`src/rtl/mac_sched_pkg.sv`:
```
// Shared definitions for the MACH/MACL issue controller: op codes, FSM states,
// request payload and op classification helpers.
package mac_sched_pkg;

  localparam int unsigned OP_W  = 4;
  localparam int unsigned SEL_W = 2;
  localparam int unsigned CNT_W = 3;

  localparam logic [OP_W-1:0] MOP_LDS   = 4'h0;
  localparam logic [OP_W-1:0] MOP_MULL  = 4'h1;
  localparam logic [OP_W-1:0] MOP_DMULU = 4'h2;
  localparam logic [OP_W-1:0] MOP_DMULS = 4'h3;
  localparam logic [OP_W-1:0] MOP_MULUW = 4'h6;
  localparam logic [OP_W-1:0] MOP_MULSW = 4'h7;
  localparam logic [OP_W-1:0] MOP_MACL  = 4'h9;
  localparam logic [OP_W-1:0] MOP_MACW  = 4'hB;
  localparam logic [OP_W-1:0] MOP_CLR   = 4'hF;

  typedef enum logic [1:0] {
    MS_IDLE,
    MS_OPA,
    MS_BUSY
  } MacSchedState_t;

  typedef struct packed {
    logic [SEL_W-1:0] sel;
    logic [OP_W-1:0]  op;
  } mac_req_t;

  function automatic logic is_mac_op(input logic [OP_W-1:0] op);
    return (op == MOP_MACL) || (op == MOP_MACW);
  endfunction

  // Ops that put a result in flight (MAC only on its second operand phase).
  function automatic logic is_start_op(input logic [OP_W-1:0] op, input logic [SEL_W-1:0] sel);
    return (op == MOP_MULL) || (op == MOP_DMULU) || (op == MOP_DMULS) ||
           (op == MOP_MULUW) || (op == MOP_MULSW) || (is_mac_op(op) && sel[1]);
  endfunction

  // First MAC phase: loads operand A only, never touches MACH/MACL.
  function automatic logic is_mac_first(input logic [OP_W-1:0] op, input logic [SEL_W-1:0] sel);
    return is_mac_op(op) && (sel == 2'b01);
  endfunction

endpackage

```
`src/rtl/mac_sched_if.sv`:
```
// Decode <-> MAC scheduler bus: request/read inputs, forwarded multiplier
// command and stall/status outputs.
//  master: decode side (drives REQ, REQ_SEL, REQ_OP, RD_REQ)
//  slave : mac_sched side (drives MUL_*, STALL, BUSY, DONE, SEQ_ERR)
interface mac_sched_if;
  import mac_sched_pkg::*;

  logic             REQ;
  logic [SEL_W-1:0] REQ_SEL;
  logic [OP_W-1:0]  REQ_OP;
  logic             RD_REQ;
  logic [SEL_W-1:0] MUL_SEL;
  logic [OP_W-1:0]  MUL_OP;
  logic             MUL_WE;
  logic             STALL;
  logic             BUSY;
  logic             DONE;
  logic             SEQ_ERR;

  modport master (
    output REQ, REQ_SEL, REQ_OP, RD_REQ,
    input  MUL_SEL, MUL_OP, MUL_WE, STALL, BUSY, DONE, SEQ_ERR
  );

  modport slave (
    input  REQ, REQ_SEL, REQ_OP, RD_REQ,
    output MUL_SEL, MUL_OP, MUL_WE, STALL, BUSY, DONE, SEQ_ERR
  );
endinterface

```
`src/rtl/mac_lat_lut.sv`:
```
// Op code -> result latency (CE_R ticks). Non-result ops map to 0.
//  op  in  4  MAC op code
//  lat out 3  latency for op
module mac_lat_lut
  import mac_sched_pkg::*;
#(
  parameter int unsigned LAT_W  = 1,
  parameter int unsigned LAT_L  = 2,
  parameter int unsigned LAT_MW = 1,
  parameter int unsigned LAT_ML = 2
) (
  input  logic [OP_W-1:0]  op,
  output logic [CNT_W-1:0] lat
);

  always_comb begin
    lat = '0;
    case (op)
      MOP_MULL, MOP_DMULU, MOP_DMULS: lat = CNT_W'(LAT_L);
      MOP_MULUW, MOP_MULSW:           lat = CNT_W'(LAT_W);
      MOP_MACL:                       lat = CNT_W'(LAT_ML);
      MOP_MACW:                       lat = CNT_W'(LAT_MW);
      default:                        lat = '0;
    endcase
  end

endmodule

```
`src/rtl/mac_sched.sv`:
```
// Issue controller between decode/execute and the MACH/MACL multiplier.
// Forwards ops, sequences MAC operand phases, tracks result latency and
// stalls accesses that would race an in-flight result.
//  CLK, RST_N : clock, async active-low reset
//  CE_R       : clock enable; all state advances only on CE_R
//  RES_N      : synchronous soft reset (active low, sampled on CE_R)
//  bus        : mac_sched_if.slave (request in, multiplier command/status out)
module mac_sched
  import mac_sched_pkg::*;
#(
  parameter int unsigned LAT_W  = 1,
  parameter int unsigned LAT_L  = 2,
  parameter int unsigned LAT_MW = 1,
  parameter int unsigned LAT_ML = 2
) (
  input  logic        CLK,
  input  logic        RST_N,
  input  logic        CE_R,
  input  logic        RES_N,
  mac_sched_if.slave  bus
);

  // Latencies must fit the 3-bit counter and be non-zero.
  if (LAT_W < 1 || LAT_W > 7 || LAT_L < 1 || LAT_L > 7 ||
      LAT_MW < 1 || LAT_MW > 7 || LAT_ML < 1 || LAT_ML > 7) begin : g_lat_chk
    $error("mac_sched: LAT_* parameters must be in 1..7");
  end

  MacSchedState_t   state_r, state_n;
  logic [CNT_W-1:0] cnt_r, cnt_n, lat_c;
  logic [OP_W-1:0]  opa_op_r, opa_op_n;
  logic             done_r, done_n;
  logic             seq_err_r, seq_err_n;

  mac_req_t         req_c;
  logic             mac_first_c, start_c, stall_c, accept_c;
  MacSchedState_t   fresh_state_c;
  logic [CNT_W-1:0] fresh_cnt_c;

  assign req_c = '{sel: bus.REQ_SEL, op: bus.REQ_OP};

  mac_lat_lut #(
    .LAT_W (LAT_W),
    .LAT_L (LAT_L),
    .LAT_MW(LAT_MW),
    .LAT_ML(LAT_ML)
  ) u_lut (
    .op (req_c.op),
    .lat(lat_c)
  );

  // Stall while a result is in flight; a MAC-first on the last busy tick may
  // slip through because it only loads operand A.
  always_comb begin
    mac_first_c = is_mac_first(req_c.op, req_c.sel);
    start_c     = is_start_op(req_c.op, req_c.sel);
    stall_c     = 1'b0;
    if (cnt_r != '0) begin
      if (bus.RD_REQ) stall_c = 1'b1;
      if (bus.REQ && !((state_r == MS_BUSY) && (cnt_r == CNT_W'(1)) && mac_first_c))
        stall_c = 1'b1;
    end
    accept_c = bus.REQ && !stall_c && CE_R;
  end

  assign bus.MUL_SEL = req_c.sel;
  assign bus.MUL_OP  = req_c.op;
  assign bus.MUL_WE  = bus.REQ && !stall_c;
  assign bus.STALL   = stall_c;
  assign bus.BUSY    = (cnt_r != '0);
  assign bus.DONE    = done_r;
  assign bus.SEQ_ERR = seq_err_r;

  // Next state/outputs; pulses default low and are only committed on CE_R.
  always_comb begin
    state_n       = state_r;
    cnt_n         = cnt_r;
    opa_op_n      = opa_op_r;
    done_n        = 1'b0;
    seq_err_n     = 1'b0;

    // How an accepted op is handled with no MAC sequence pending.
    fresh_state_c = MS_IDLE;
    fresh_cnt_c   = '0;
    if (mac_first_c) begin
      fresh_state_c = MS_OPA;
    end else if (start_c) begin
      fresh_state_c = MS_BUSY;
      fresh_cnt_c   = lat_c;
    end

    case (state_r)
      MS_IDLE: begin
        if (accept_c) begin
          state_n = fresh_state_c;
          cnt_n   = fresh_cnt_c;
          if (mac_first_c) opa_op_n = req_c.op;
        end
      end
      MS_OPA: begin
        if (accept_c) begin
          if (is_mac_op(req_c.op) && req_c.sel[1] && (req_c.op == opa_op_r)) begin
            state_n = MS_BUSY;
            cnt_n   = lat_c;
          end else begin
            seq_err_n = 1'b1;
            state_n   = fresh_state_c;
            cnt_n     = fresh_cnt_c;
            if (mac_first_c) opa_op_n = req_c.op;
          end
        end
      end
      MS_BUSY: begin
        if (cnt_r == '0) begin
          state_n = MS_IDLE;
        end else begin
          cnt_n = cnt_r - CNT_W'(1);
          if (cnt_r == CNT_W'(1)) begin
            done_n = 1'b1;
            if (accept_c && mac_first_c) begin
              state_n  = MS_OPA;
              opa_op_n = req_c.op;
            end else begin
              state_n = MS_IDLE;
            end
          end
        end
      end
      default: begin
        state_n = MS_IDLE;
        cnt_n   = '0;
      end
    endcase
  end

  // State register; soft reset drops any in-flight count without a DONE.
  always_ff @(posedge CLK or negedge RST_N) begin
    if (!RST_N) begin
      state_r   <= MS_IDLE;
      cnt_r     <= '0;
      opa_op_r  <= '0;
      done_r    <= 1'b0;
      seq_err_r <= 1'b0;
    end else if (CE_R) begin
      if (!RES_N) begin
        state_r   <= MS_IDLE;
        cnt_r     <= '0;
        opa_op_r  <= '0;
        done_r    <= 1'b0;
        seq_err_r <= 1'b0;
      end else begin
        state_r   <= state_n;
        cnt_r     <= cnt_n;
        opa_op_r  <= opa_op_n;
        done_r    <= done_n;
        seq_err_r <= seq_err_n;
      end
    end
  end

endmodule

```
`src/flat_wrapper.sv`:
```
// flat-port wrapper written by rule: the top's interface ports become plain ports
module mac_sched_flat import mac_sched_pkg::*;
#(
  parameter int unsigned LAT_W  = 1,
  parameter int unsigned LAT_L  = 2,
  parameter int unsigned LAT_MW = 1,
  parameter int unsigned LAT_ML = 2
)
  (CLK, RST_N, CE_R, RES_N, bus_REQ, bus_REQ_SEL, bus_REQ_OP, bus_RD_REQ, bus_MUL_SEL, bus_MUL_OP, bus_MUL_WE, bus_STALL, bus_BUSY, bus_DONE, bus_SEQ_ERR);
  mac_sched_if bus_i ();
  input  logic CLK;
  input  logic RST_N;
  input  logic CE_R;
  input  logic RES_N;
  input wire logic [$bits(bus_i.REQ)-1:0] bus_REQ;
  input wire logic [$bits(bus_i.REQ_SEL)-1:0] bus_REQ_SEL;
  input wire logic [$bits(bus_i.REQ_OP)-1:0] bus_REQ_OP;
  input wire logic [$bits(bus_i.RD_REQ)-1:0] bus_RD_REQ;
  output wire logic [$bits(bus_i.MUL_SEL)-1:0] bus_MUL_SEL;
  output wire logic [$bits(bus_i.MUL_OP)-1:0] bus_MUL_OP;
  output wire logic [$bits(bus_i.MUL_WE)-1:0] bus_MUL_WE;
  output wire logic [$bits(bus_i.STALL)-1:0] bus_STALL;
  output wire logic [$bits(bus_i.BUSY)-1:0] bus_BUSY;
  output wire logic [$bits(bus_i.DONE)-1:0] bus_DONE;
  output wire logic [$bits(bus_i.SEQ_ERR)-1:0] bus_SEQ_ERR;
  assign bus_i.REQ = bus_REQ;
  assign bus_i.REQ_SEL = bus_REQ_SEL;
  assign bus_i.REQ_OP = bus_REQ_OP;
  assign bus_i.RD_REQ = bus_RD_REQ;
  assign bus_MUL_SEL = bus_i.MUL_SEL;
  assign bus_MUL_OP = bus_i.MUL_OP;
  assign bus_MUL_WE = bus_i.MUL_WE;
  assign bus_STALL = bus_i.STALL;
  assign bus_BUSY = bus_i.BUSY;
  assign bus_DONE = bus_i.DONE;
  assign bus_SEQ_ERR = bus_i.SEQ_ERR;
  mac_sched #(.LAT_W(LAT_W), .LAT_L(LAT_L), .LAT_MW(LAT_MW), .LAT_ML(LAT_ML)) u_core (.CLK(CLK), .RST_N(RST_N), .CE_R(CE_R), .RES_N(RES_N), .bus(bus_i));
endmodule
```
`config.mk`:
```
export PLATFORM = sky130hd
export DESIGN_NAME = mac_sched_flat
export DESIGN_NICKNAME = d
export VERILOG_FILES = /design/src/rtl/mac_sched_pkg.sv /design/src/rtl/mac_sched_if.sv /design/src/rtl/mac_lat_lut.sv /design/src/rtl/mac_sched.sv /design/src/flat_wrapper.sv
export SDC_FILE = /design/constraint.sdc
export NUM_CORES = 1
export LEC_CHECK = 0
export ABC_AREA = 1
export CAP_MARGIN = 5
export CORE_MARGIN = 5
export CORE_UTILIZATION = 40
export CTS_BUF_LIST = sky130_fd_sc_hd__clkbuf_8
export DETAILED_ROUTE_END_ITERATION = 16
export DONT_BUFFER_PORTS = 1
export GPL_ROUTABILITY_DRIVEN = 0
export SYNTH_ARGS = -nofsm -noshare
export SYNTH_HDL_FRONTEND = slang
export SYNTH_SLANG_ARGS = --single-unit
```
`constraint.sdc`:
```
create_clock -name CLK -period 1.9 [get_ports CLK]
set_input_delay 0 -clock CLK [delete_from_list [all_inputs] [get_ports CLK]]
set_output_delay 0 -clock CLK [all_outputs]
set_load 0.05 [all_outputs]
```
* Word level (Yosys, flattened, before mapping)
Cells that the tools add are included.
** Cells by class
- Add/sub/neg operators :: 1
- Equality and inequality tests :: 20
- Multiplexer cells :: 39
- Reductions and logical operators :: 25
** Operators by type and width (number)
- 4-bit 2-to-1 mux :: 8
- 2-bit 2-to-1 mux :: 9
- 3-bit 2-to-1 mux :: 6
- 1-bit 2-to-1 mux :: 12
- 3-bit != test, second input constant :: 4
- 4-bit case mux with 3 select lines :: 1
- 1-bit logical AND :: 9
- 3-bit case mux with 3 select lines :: 1
- 4-bit by 2-bit == test with 1-bit output, second input constant :: 2
- 4-bit by 3-bit == test with 1-bit output, second input constant :: 2
- 4-bit == test, second input constant :: 2
- 4-bit AND reduction :: 2
- 8-bit AND reduction :: 1
- 1-bit logical OR :: 6
- 3-bit by 2-bit != test with 1-bit output, second input constant :: 2
- 2-bit case mux with 3 select lines :: 1
- 2-bit by 1-bit == test with 1-bit output, second input constant :: 2
- 4-bit by 1-bit == test with 1-bit output, second input constant :: 1
- 4-bit == test :: 1
- 4-bit by 1-bit != test with 1-bit output, second input constant :: 1
- 4-bit != test, second input constant :: 1
- 2-bit case mux with 2 select lines :: 1
- 4-bit OR reduction :: 1
- 3-bit by 1-bit == test with 1-bit output, second input constant :: 1
- other kinds (7) :: 8
** Storage, ports and cells
- Register bits :: 11
- Input port bits :: 12
- Output and inout bits :: 11
- Logic and storage cells :: 90

* Logic depth before layout (Yosys ltp)
Gate-level depths: netlist of the first run.
- Depth after elaboration :: 17
- Gate-level depth with buffers :: 15
- Depth with buffers taken out :: 15

* Modules after synthesis
Synthesis of the first run repeated with hierarchy kept, for this count alone.
** Unflattened totals
- Cell total of the unflattened synthesis :: 139
- Area total of the unflattened synthesis :: 948.4 sq um
** By module, submodules not included
- mac_sched :: instances 1, cells an instance 128, area an instance 902.1 sq um, sequential area each 275.3 sq um
- mac_lat_lut :: instances 1, cells an instance 11, area an instance 46.3 sq um, sequential area each 0.0 sq um

* Worst setup path after synthesis of the first run
OpenSTA, ideal clock, no wires.
- Path type :: register -> output
- From :: register u_core.cnt_r[0]
- To :: output port bus_MUL_WE
- Arrival time :: 2.133 ns
- Required time :: 1.900 ns
- Setup slack :: -0.233 ns
- Cell stages (with the launch flop) :: 7
- Path buffers :: 0
- Path through :: dfrtp_1 -> inv_1 -> ha_1 -> nand2_1 -> nand2_2 -> inv_1 -> nor2_1
** On the way
- Elaborated cells on any way between the ends :: 10
- Those cells by class :: eq/ne: 1; mux: 2; reduce/logical: 7
** RTL lines
- start, declared :: line mac_sched.sv:30 : logic [CNT_W-1:0] cnt_r, cnt_n, lat_c;
- start signal, assigned :: line mac_sched.sv:153 : cnt_r <= cnt_n;
- 3-bit nonzero test
- net bus_BUSY :: line flat_wrapper.sv:23 : output wire logic [$bits(bus_i.BUSY)-1:0] bus_BUSY;
- 1-bit 2-to-1 mux :: line mac_sched.sv:58 : if (cnt_r != '0) begin
- net bus_STALL :: line flat_wrapper.sv:22 : output wire logic [$bits(bus_i.STALL)-1:0] bus_STALL;
- 1-bit logical NOT :: line mac_sched.sv:68 : assign bus.MUL_WE = bus.REQ && !stall_c;
- 1-bit logical AND :: line mac_sched.sv:68
- end, declared :: line flat_wrapper.sv:21 : output wire logic [$bits(bus_i.MUL_WE)-1:0] bus_MUL_WE;
The timed path passes the listed nets, and every way through them passes these cells.

* Final worst setup path of the first run
- From :: register u_core.cnt_r[1]
- To :: register u_core.opa_op_r[3]
** On the way
- Longest elaborated chain between the ends :: 13
- Elaborated cells on any way between the ends :: 19
- Those cells by class :: eq/ne: 6; mux: 2; reduce/logical: 11
** Ends and longest elaborated chain
- 3-bit by 1-bit == test with 1-bit output :: line mac_sched.sv:60, mac_sched.sv:118
- 1-bit logical AND (2 in a row) :: line mac_sched.sv:60 : if (bus.REQ && !((state_r == MS_BUSY) && (cnt_r == CNT_W'(1)) && mac_first_c))
- 1-bit logical NOT :: line mac_sched.sv:60
- 1-bit logical AND :: line mac_sched.sv:60
- 1-bit 2-to-1 mux :: line mac_sched.sv:60
- 1-bit 2-to-1 mux :: line mac_sched.sv:58
- 1-bit logical NOT :: line mac_sched.sv:63 : accept_c = bus.REQ && !stall_c && CE_R;
- 1-bit logical AND (2 in a row) :: line mac_sched.sv:63
- 1-bit logical AND :: line mac_sched.sv:120 : if (accept_c && mac_first_c) begin
- 3-bit != test (no source line)
- 8-bit AND reduction (no source line) (*)
- end signal, assigned :: line mac_sched.sv:154 : opa_op_r <= opa_op_n;
- end, declared :: line mac_sched.sv:31 : logic [OP_W-1:0] opa_op_r, opa_op_n;
Every way passes the cells marked *; elsewhere a longest branch is shown, timed or not.
A chain may end at the register's enable or synchronous reset.

==> impl_metrics.env, run 1 <==
export IMPL_outcome="finished, final reports clean"
export IMPL_postCtsSetupBuffers=0
export IMPL_syn_nets=134
export IMPL_vias=721
export IMPL_synth_top_area_share=0.326
export IMPL_synth_common_cells="29 x nand2_1, 18 x inv_1, 11 x dfrtp_1, 10 x nor2_1"
export IMPL_pre_cts_slack_ps=196
export IMPL_row_count=16
export IMPL_cp_max_fo=4
export IMPL_tightest_slew_ps=579
export IMPL_synth_area_per_cell_um2=7.09
export IMPL_path_clk_slew_ps=50
export IMPL_synth_ff_type="dfrtp_1"
export IMPL_cts_tree="yes"
export IMPL_antenna_found_initial=0
export IMPL_dr_wl_met3_um=120
export IMPL_track_usage=0.116
export IMPL_ys_seq_elements=11
export IMPL_highest_layer="met3"
export IMPL_finalCritPeriodShare=0.898
export IMPL_r2r_end="u_core.opa_op_r[3]"
export IMPL_power_leakage_nw=0.476
export IMPL_finalHoldViolations=0
export IMPL_ff2ff_setup_slack_ps=190
export IMPL_fmax_mhz=586
export IMPL_ys_seq_area_frac=0.326
export IMPL_numCtsBuffers=3
export IMPL_finalCriticalPeriod_ps=1710
export IMPL_wl_per_cell_um=11.3
export IMPL_skew_ps=2.85
export IMPL_maxCapViolations=0
export IMPL_register_area_um2=275
export IMPL_setup_slack_ps=194
export IMPL_grt_overflow_total=0
export IMPL_clockBufferDepth=2
export IMPL_root_buffer="clkbuf_8"
export IMPL_grt_pass1_wl_um=2910
export IMPL_grt_max_degree=12
export IMPL_netlist_area_um2=843
export IMPL_htree_num_levels=1
export IMPL_crit_path_start_kind="register"
export IMPL_cp_end_kind="register"
export IMPL_setup_tns_ps=0
export IMPL_worst_ep_arrival_time_ps=1830
export IMPL_clock_sinks=11
export IMPL_diodes=0
export IMPL_drive_above_1_share=0.163
export IMPL_setup_viol=0
export IMPL_worst_hold_path_type="primary input to primary output"
export IMPL_area_delta_synth_final_pct=13.2
export IMPL_required_ps=2020
export IMPL_reg2reg_depth=15
export IMPL_synthCells=119
export IMPL_dp_hpwl_um=1320
export IMPL_synth_edf_count=0
export IMPL_hold_path_cell_count=0
export IMPL_ir_drop_v=0.000726
export IMPL_r2r_start="u_core.cnt_r[1]"
export IMPL_die_y_um=55.9
export IMPL_rsz0062_at_grt="no"
export IMPL_min_from="bus_REQ_SEL[0]"
export IMPL_yosysMostFrequentCell="nand2_1"
export IMPL_p_comb_frac=0.484
export IMPL_die_x_um=55.9
export IMPL_initial_core_util=0.426
export IMPL_dr_first_iter_drc_count=40
export IMPL_drc_errors=0
export IMPL_multi_input_area_um2=454
export IMPL_drt_wl_total_um=1700
export IMPL_power_frac_seq=0.312
export IMPL_power_density_nw_per_um2=1170
export IMPL_slew_headroom=0.610
export IMPL_port_buffers=0
export IMPL_vias_per_cell=4.81
export IMPL_nets=139
export IMPL_yosys_warnings=0
export IMPL_grt_pass1_vias=636
export IMPL_fp_dieArea_um2=3130
export IMPL_p_sw_mw=0.494
export IMPL_timing_max_transition_violations_final=0
export IMPL_boundaryPins=23
export IMPL_ys_types=28
export IMPL_synthTopCellsByArea="dfrtp_1 33%, nand2_1 13%, inv_1 8.0%"
export IMPL_fill_cells=190
export IMPL_drtAntennaViolNets=0
export IMPL_intPower_mw=0.626
export IMPL_worst_setup_path_type="register to register"
export IMPL_drt_first_pass_iters=4
export IMPL_wl_met2_um=833
export IMPL_synth_area_leader_cell="dfrtp_1"
export IMPL_wl_met1_um=743
export IMPL_synthArstFlopShare=1.00
export IMPL_p_sw_frac=0.441
export IMPL_holdPathEnd="bus_MUL_SEL[0]"
export IMPL_clk_latency_ps=230
export IMPL_coreArea_um2=1980
export IMPL_clkPwrFrac=0.204
==> through the flow <==
stage	instances	hold slack [ps]	instance area (µm²)	power (mW)	utilization
after floorplan	119	-296	851	0.793	-
after global placement	142	-295	870	0.874	0.439
after detailed placement	142	-295	870	0.883	0.439
after CTS	150	0.354	955	1.13	0.482
after global routing	150	0.274	955	1.21	0.482
final	150	0.0730	955	1.12	0.482
==> layer usage <==
metal  up-vias  global-route usage
li1        379                   -
met1       319               0.147
met2        23               0.188
met3         0              0.0394
met4         0              0.0305
met5         -                   0
==> timing repair <==
action                                 4_1_cts  5_1_grt
endpoints found under the hold margin       17        0
hold buffers                                 4        0
resized for setup                            0        0
==> layout by cell type, fill, tap and decap left out, types with 2 or more instances in the layout <==
cell | Yosys | final
a21oi_1 | 2 | 2
buf_4 | 6 | 2
clkbuf_8 | 0 | 3
dfrtp_1 | 11 | 11
dlygate4sd3_1 | 0 | 4
ha_1 | 3 | 3
inv_1 | 18 | 19
nand2_1 | 29 | 29
nand2_2 | 6 | 6
nand3_1 | 4 | 4
nand3_2 | 2 | 2
nor2_1 | 10 | 9
nor2_2 | 2 | 2
o21ai_0 | 4 | 4
o21ai_1 | 4 | 4
o22ai_1 | 2 | 2
xnor2_1 | 2 | 2
xor2_1 | 2 | 2
==> cells by family after synthesis <==
logic type               share of synthesized area
AO/OA/AOI/OAI                                0.120
buffers and inverters                        0.144
adder cells (fa/ha/maj)                     0.0445
XOR/XNOR                                    0.0416
AND/OR/NAND/NOR                              0.323
flip-flops                                   0.326
==> layout make-up <==
type,count,area share
repair buffers,7,0.0786
inverters,19,0.0747
clock buffers,3,0.0433
multi-input cells,82,0.476
clock inverters,1,0.00393
flip-flops and latches,11,0.288
well taps,27,0.0354
==> how the worst max path moves through the flow <==
stage	depth (start not counted)	to	from
after floorplan	10	u_core.opa_op_r[0]	u_core.cnt_r[0]
after global placement	15	u_core.opa_op_r[0]	u_core.cnt_r[1]
after detailed placement	15	u_core.opa_op_r[3]	u_core.cnt_r[1]
after CTS	15	u_core.opa_op_r[3]	u_core.cnt_r[1]
after global routing	15	u_core.opa_op_r[1]	u_core.cnt_r[1]
final	15	u_core.opa_op_r[3]	u_core.cnt_r[1]
==> power by group through the flow <==
stage               Combinational, mW  Clock (mW)  Sequential [mW]
global route                    0.601       0.249            0.359
global placement                0.522           0            0.352
CTS                             0.546       0.237            0.350
detailed placement              0.530           0            0.353
finish                          0.542       0.228            0.349
floorplan                       0.451           0            0.343
==> critical path, cell delays in order (launching register included) <==
cell	delay, ps
dfrtp_1	370
inv_1	90
ha_1	160
nand2_2	80
nor2_2	130
nand2_1	60
nand2_1	60
nand2_1	50
nand2_2	70
nand3_2	90
nand2_2	100
nand2_2	70
nand2_4	80
nand2_2	60
nand2_1	80
nand2_1	40
==> state kept, by name, summed over array words and instances, names as in the netlist <==
signal	count
u_core.bus.DONE	1
u_core.bus.SEQ_ERR	1
u_core.cnt_r	3
u_core.opa_op_r	4
u_core.state_r	2
Power figures use the tool's default switching activity.
==> run 2, diff against run 1 <==
--- a/config.mk
+++ b/config.mk
@@ -10,6 +10,7 @@
 export CORE_MARGIN = 5
 export CORE_UTILIZATION = 40
 export CTS_BUF_LIST = sky130_fd_sc_hd__clkbuf_8
+export CTS_CLUSTER_DIAMETER = 120
 export DETAILED_ROUTE_END_ITERATION = 16
 export DONT_BUFFER_PORTS = 1
 export GPL_ROUTABILITY_DRIVEN = 0
==> constraint.sdc (replaced) <==
create_clock -name CLK -period 1.9 [get_ports CLK]
set_input_delay 0 -clock CLK [delete_from_list [all_inputs] [get_ports CLK]]
set_output_delay 0 -clock CLK [all_outputs]
set_load 0.005 [all_outputs]
==> run 2 against run 1 <==
Effect of this change: first-iteration DRC count shrank 60%; cell area fell by 3.4%; sequential power about the same; worst setup slack improved by 6.5 ps; via count decreased by 3.3%; worst hold slack hardly changed; sequential share of layout area rose by 1.0 points.
==> impl_metrics.env, run 2 (synthesis results as in run 1) <==
export IMPL_grt_max_degree=12
export IMPL_cp_end_kind="register"
export IMPL_postCtsSetupBuffers=0
export IMPL_vias=697
export IMPL_die_y_um=55.9
export IMPL_r2r_start="u_core.cnt_r[0]"
export IMPL_fill_cells=213
export IMPL_coreArea_um2=1980
export IMPL_finalHoldViolations=0
export IMPL_layout_commonest_cell="nand2_1"
export IMPL_setup_tns_ps=0
export IMPL_drc_errors=0
export IMPL_grt_use_met1=0.150
export IMPL_outcome="finished, final reports clean"
export IMPL_cp_max_fo=5
export IMPL_finalCritPeriodShare=0.895
export IMPL_reg2reg_depth=10
export IMPL_largest_reg_flops=4
export IMPL_layout_common_cells="29 x nand2_1, 19 x inv_1, 11 x dfrtp_1"
export IMPL_drtAntennaViolNets=0
export IMPL_tightest_slew_ps=516
export IMPL_fmax_mhz=588
export IMPL_area_delta_synth_final_pct=9.35
export IMPL_clk_latency_ps=230
export IMPL_slew_headroom=0.652
export IMPL_use_met3=0.0394
export IMPL_row_count=16
export IMPL_grt_busiest_layer="met2"
export IMPL_top_register="u_core.opa_op_r"
export IMPL_finalNonFillerCells=148
export IMPL_hold_path_cell_count=0
export IMPL_maxCapViolations=0
export IMPL_track_usage=0.116
export IMPL_drt_wl_total_um=1730
export IMPL_holdPathEnd="bus_MUL_SEL[1]"
export IMPL_fp_dieArea_um2=3130
export IMPL_worst_setup_path_type="register to register"
export IMPL_die_x_um=55.9
export IMPL_final_util=0.465
export IMPL_port_buffers=0
export IMPL_boundaryPins=23
export IMPL_min_from="bus_REQ_SEL[1]"
export IMPL_r2r_end="u_core.opa_op_r[3]"
export IMPL_placed_cells=139
export IMPL_antenna_found_initial=0
export IMPL_largest_registers="u_core.opa_op_r: 4 flops, u_core.cnt_r: 3 flops, u_core.state_r: 2 flops"
export IMPL_grt_pass1_vias=638
export IMPL_power_total_mw=0.961
export IMPL_cts_tree="yes"
export IMPL_power_leakage_nw=0.460
export IMPL_grt_overflow_total=0
export IMPL_path_clk_slew_ps=50
export IMPL_grt_pass1_wl_um=2970
export IMPL_clock_sinks=11
export IMPL_skew_ps=0.322
export IMPL_required_ps=2020
export IMPL_diodes=0
export IMPL_rsz0062_at_grt="no"
export IMPL_worst_ep_arrival_time_ps=1820
export IMPL_setup_slack_ps=200
export IMPL_pre_cts_slack_ps=200
export IMPL_clockBufferDepth=2
export IMPL_initial_core_util=0.426
export IMPL_ir_drop_v=0.000447
export IMPL_dr_first_iter_drc_count=16
export IMPL_timing_max_transition_violations_final=0
export IMPL_nets=137
export IMPL_root_buffer="clkbuf_8"
export IMPL_gr_usage_met2=0.191
export IMPL_finalCriticalPeriod_ps=1700
export IMPL_htree_num_levels=1
export IMPL_worst_hold_path_type="primary input to primary output"
export IMPL_cts_resized=0
export IMPL_crit_path_start_kind="register"
export IMPL_dp_hpwl_um=1360
export IMPL_setup_viol=0
export IMPL_wl_per_cell_um=11.7
export IMPL_vias_per_cell=4.71
export IMPL_power_density_nw_per_um2=1040
export IMPL_drt_first_pass_iters=2
export IMPL_drive_above_1_share=0.132
export IMPL_ff2ff_setup_slack_ps=200
export IMPL_numCtsBuffers=3
run 2: changes by cell type in the layout (fill, tap and decap cells not counted):
| cell | previous run | this run |
|---|---|---|
| buf_4 | 2 | 0 |
| buf_12 | 1 | 0 |
| dlygate4sd3_1 | 4 | 5 |
| nor2_1 | 9 | 10 |
| nor2_4 | 1 | 0 |
run 2: layout make-up:
| type | count | area, µm² | area share |
|---|---|---|---|
| Clock buffer | 3 | 41.3 | 0.0448 |
| Clock inverter | 1 | 3.75 | 0.00407 |
| Inverter | 19 | 71.3 | 0.0773 |
| Multi-Input combinational cell | 82 | 447 | 0.484 |
| Sequential cell | 11 | 275 | 0.299 |
| Tap cell | 27 | 33.8 | 0.0366 |
| Timing Repair Buffer | 5 | 50.0 | 0.0543 |
run 2: worst max-delay path by stage:
| stage | startpoint | endpoint | slack (ps) | cells after the start |
|---|---|---|---|---|
| after CTS | u_core.cnt_r[0] | u_core.opa_op_r[3] | 190 | 10 |
| final | u_core.cnt_r[0] | u_core.opa_op_r[3] | 200 | 10 |
| after detailed placement | u_core.cnt_r[0] | u_core.opa_op_r[3] | 200 | 10 |
| after floorplan | u_core.cnt_r[1] | u_core.opa_op_r[0] | 360 | 15 |
| after global placement | u_core.cnt_r[0] | u_core.opa_op_r[3] | 230 | 10 |
| after global routing | u_core.cnt_r[0] | u_core.opa_op_r[3] | 30 | 10 |
run 2: stage by stage:
stage / hold WS [ps] / area, µm²
floorplan: -296 / 843
global placement: -295 / 827
detailed placement: -295 / 827
CTS: 0.0521 / 922
global route: 0.0416 / 922
finish: 0.00903 / 922
run 2: repair_timing:
item | 4_1_cts | 5_1_grt
hold endpoints to repair | 17 | 0
hold buffers | 5 | 0
setup endpoints to repair | 0 | 0
run 2: worst max-delay path: stages (launching register included):
cell     delay [ps]
dfrtp_1         390
inv_1            90
ha_1            190
nand2_1         210
inv_1            90
nor2_1          110
nand4_1         180
nand2_4         140
nand2_2          60
nand2_1          80
nand2_1          50
run 2: routing by layer:
layer  part of all wire  wire length, µm
met5                  0                0
met4                  0                0
met3              0.059              102
met2               0.47              821
met1               0.47              809
run 2: report_power, final:
| part | switching (mW) | internal [mW] | leakage [nW] |
|---|---|---|---|
| Sequential | 0.0515 | 0.294 | 0.147 |
| Combinational | 0.242 | 0.141 | 0.286 |
| Clock | 0.0893 | 0.142 | 0.0269 |
| Total | 0.383 | 0.577 | 0.460 |
==> run 3, diff against run 2 <==
--- a/config.mk
+++ b/config.mk
@@ -5,7 +5,6 @@
 export SDC_FILE = /design/constraint.sdc
 export NUM_CORES = 1
 export LEC_CHECK = 0
-export ABC_AREA = 1
 export CAP_MARGIN = 5
 export CORE_MARGIN = 5
 export CORE_UTILIZATION = 40
==> constraint.sdc (replaced) <==
create_clock -name CLK -period 1.95 [get_ports CLK]
set_input_delay 0 -clock CLK [delete_from_list [all_inputs] [get_ports CLK]]
set_output_delay 0 -clock CLK [all_outputs]
set_load 0.005 [all_outputs]
==> run 3 against run 2 <==
Effect of this change: non-clock buffer count increased by 1; cell area increased by 1.1%; critical path depth decreased by 4; utilization increased by 0.50 points; count of clock-buffer cells in the layout unchanged; power decreased by 36%; final cell count decreased by 16%; critical path type unchanged; largest cell class unchanged; highest routed layer is now met4.
==> impl_metrics.env, run 3 <==
export IMPL_path_clk_slew_ps=60
export IMPL_layout_commonest_cell="dfrtp_1"
export IMPL_synth_compound_area_share=0.230
export IMPL_synthTopCellsByArea="dfrtp_1 32%, buf_4 5.3%, ha_1 4.4%"
export IMPL_p_sw_mw=0.177
export IMPL_worst_setup_path_type="register to register"
export IMPL_finalHoldViolations=0
export IMPL_drc_errors=0
export IMPL_diodes=0
export IMPL_top_register="u_core.opa_op_r"
export IMPL_ys_types=37
export IMPL_finalCritPeriodShare=0.945
export IMPL_row_count=16
export IMPL_initial_core_util=0.427
export IMPL_pre_cts_slack_ps=368
export IMPL_crit_path_start_kind="register"
export IMPL_grt_overflow_total=0
export IMPL_synth_simple_area_share=0.288
export IMPL_p_sw_frac=0.289
export IMPL_grt_max_degree=12
export IMPL_synth_top_family_by_area="simple AND/OR/NAND/NOR gates"
export IMPL_setup_viol=0
export IMPL_dp_hpwl_um=1380
export IMPL_ir_drop_v=0.000573
export IMPL_power_leakage_nw=0.387
export IMPL_synth_area_per_cell_um2=9.01
export IMPL_synthCells=94
export IMPL_setup_tns_ps=0
export IMPL_grt_pass1_vias=662
export IMPL_synthArstFlopShare=1.00
export IMPL_port_buffers=0
export IMPL_synth_area_leader_cell="dfrtp_1"
export IMPL_power_frac_seq=0.408
export IMPL_cp_end_kind="register"
export IMPL_power_total_mw=0.613
export IMPL_rsz0062_at_grt="no"
export IMPL_vias_per_cell=5.48
export IMPL_fp_dieArea_um2=3140
export IMPL_nets=113
export IMPL_boundaryPins=23
export IMPL_drt_wl_total_um=1850
export IMPL_track_usage=0.131
export IMPL_drt_first_pass_iters=4
export IMPL_fmax_mhz=543
export IMPL_outcome="finished, final reports clean"
export IMPL_antenna_found_initial=0
export IMPL_yosys_area_share_adder=0.0443
export IMPL_yosys_warnings=0
export IMPL_clockBufferDepth=2
export IMPL_skew_ps=11.4
export IMPL_area_delta_synth_final_pct=10.0
export IMPL_netlist_area_um2=847
export IMPL_worst_ep_arrival_time_ps=2010
export IMPL_drive_above_1_share=0.175
export IMPL_tightest_slew_ps=616
export IMPL_die_y_um=56.0
export IMPL_power_density_nw_per_um2=658
export IMPL_synth_common_cells="11 x dfrtp_1, 10 x nand2_1, 8 x nor2_1, 7 x inv_1"
export IMPL_placed_area_um2=825
export IMPL_numCtsBuffers=3
export IMPL_syn_nets=109
export IMPL_clkPwrFrac=0.366
export IMPL_grt_pass1_wl_um=3260
export IMPL_synth_ff_type="dfrtp_1"
export IMPL_holdWs_ps=0.0109
export IMPL_muxShareOfSynthArea=0
export IMPL_required_ps=2120
export IMPL_clock_sinks=11
export IMPL_vias=680
export IMPL_synth_edf_count=0
export IMPL_worst_hold_path_type="primary input to primary output"
export IMPL_synth_top_area_share=0.325
export IMPL_cts_tree="yes"
export IMPL_dr_first_iter_drc_count=18
export IMPL_drtAntennaViolNets=0
export IMPL_setup_slack_ps=108
export IMPL_ys_seq_elements=11
export IMPL_layout_common_cells="11 x dfrtp_1, 10 x nand2_1, 8 x inv_1, 8 x nor2_1"
export IMPL_finalInstanceArea_um2=932
export IMPL_intPower_mw=0.436
export IMPL_synthXorXnorAreaFrac=0.0103
export IMPL_clk_latency_ps=240
export IMPL_largest_registers="u_core.opa_op_r: 4 flops, u_core.cnt_r: 3 flops, u_core.state_r: 2 flops"
export IMPL_timing_max_transition_violations_final=0
export IMPL_finalCriticalPeriod_ps=1840
export IMPL_p_comb_frac=0.226
export IMPL_wl_per_cell_um=14.9
export IMPL_cp_max_fo=7
export IMPL_die_x_um=56.0
export IMPL_coreArea_um2=1980
export IMPL_slew_headroom=0.579
export IMPL_htree_num_levels=1
export IMPL_yosysMostFrequentCell="dfrtp_1"
export IMPL_largest_reg_flops=4
export IMPL_ys_seq_area_frac=0.325
export IMPL_maxCapViolations=0
export IMPL_root_buffer="clkbuf_8"
[run 3: cell count changes in the layout (fill, tap and decap cells not counted), sizes merged, moves of 3 or more]
cell	before	now
nand2b	0	5
nor2	12	8
nand3	6	1
nand3b	0	3
nand2	36	10
inv	20	9
[run 3: power by group through the flow]
stage	Combinational [mW]	Clock, mW	Sequential [mW]
floorplan	0.118	0	0.246
global placement	0.118	0	0.253
detailed placement	0.118	0	0.253
CTS	0.138	0.230	0.250
global route	0.155	0.240	0.252
finish	0.138	0.224	0.250
[run 3: cells by family (layout without fill, tap and decap cells)]
| group | after synthesis | in the layout |
|---|---|---|
| buffers and inverters | 15 | 18 |
| AOI/OAI and AO/OA | 26 | 26 |
| DFF | 11 | 11 |
| and+or+nand+nor | 38 | 38 |
| adders and majority gates | 3 | 3 |
| xor gates and xnor gates | 1 | 1 |
[run 3: worst paths after layout]
check,startpoint,endpoint,slack [ps],depth (start not counted)
worst min register to register,u_core.cnt_r[1],u_core.cnt_r[1],510,2
worst max register to register,u_core.cnt_r[0],u_core.state_r[1],110,6
worst max-delay path,u_core.cnt_r[0],u_core.state_r[1],110,6
max in group asynchronous,RST_N,u_core.opa_op_r[2],1390,1
worst min-delay path,bus_REQ_SEL[0],bus_MUL_SEL[0],0.01,0
min in group asynchronous,RST_N,u_core.cnt_r[2],180,1
[run 3: stage by stage]
step	util	cells
6_report	0.470	124
5_1_grt	0.470	124
4_1_cts	0.469	124
3_5_place_dp	0.416	114
3_3_place_gp	0.416	114
2_1_floorplan	-	94
[run 3: what timing repair did]
| action | in CTS | in global routing |
|---|---|---|
| hold buffers | 6 | 0 |
| setup endpoints to repair | 0 | 1 |
| buffers inserted | 0 | 0 |
| endpoints found under the hold margin | 19 | 0 |
| resized for setup | 0 | 1 |
[run 3: final cells by class]
class	instances	area [µm²]
flip-flops and latches	11	275
well taps	27	33.8
repair buffers	6	60.1
fillers	177	1050
multi-input cells	68	488
inverters	8	30.0
clock buffers	3	41.3
clock inverters	1	3.75
[run 3: critical path, stage by stage, from the launching register on]
cell           delay (ps)
dfrtp_1               410
inv_1                 100
ha_2                  260
and3b_2               270
o21ai_0                80
dlygate4sd3_1         560
o21ai_1               110
[run 3: routing by layer]
layer / global-route usage / wire length, µm / vias up / part of all wire
li1: - / - / 333 / -
met1: 0.162 / 816 / 330 / 0.44
met2: 0.210 / 904 / 15 / 0.49
met3: 0.0534 / 113 / 2 / 0.061
met4: 0.0373 / 17 / 0 / 0.0092
met5: 0 / 0 / - / 0
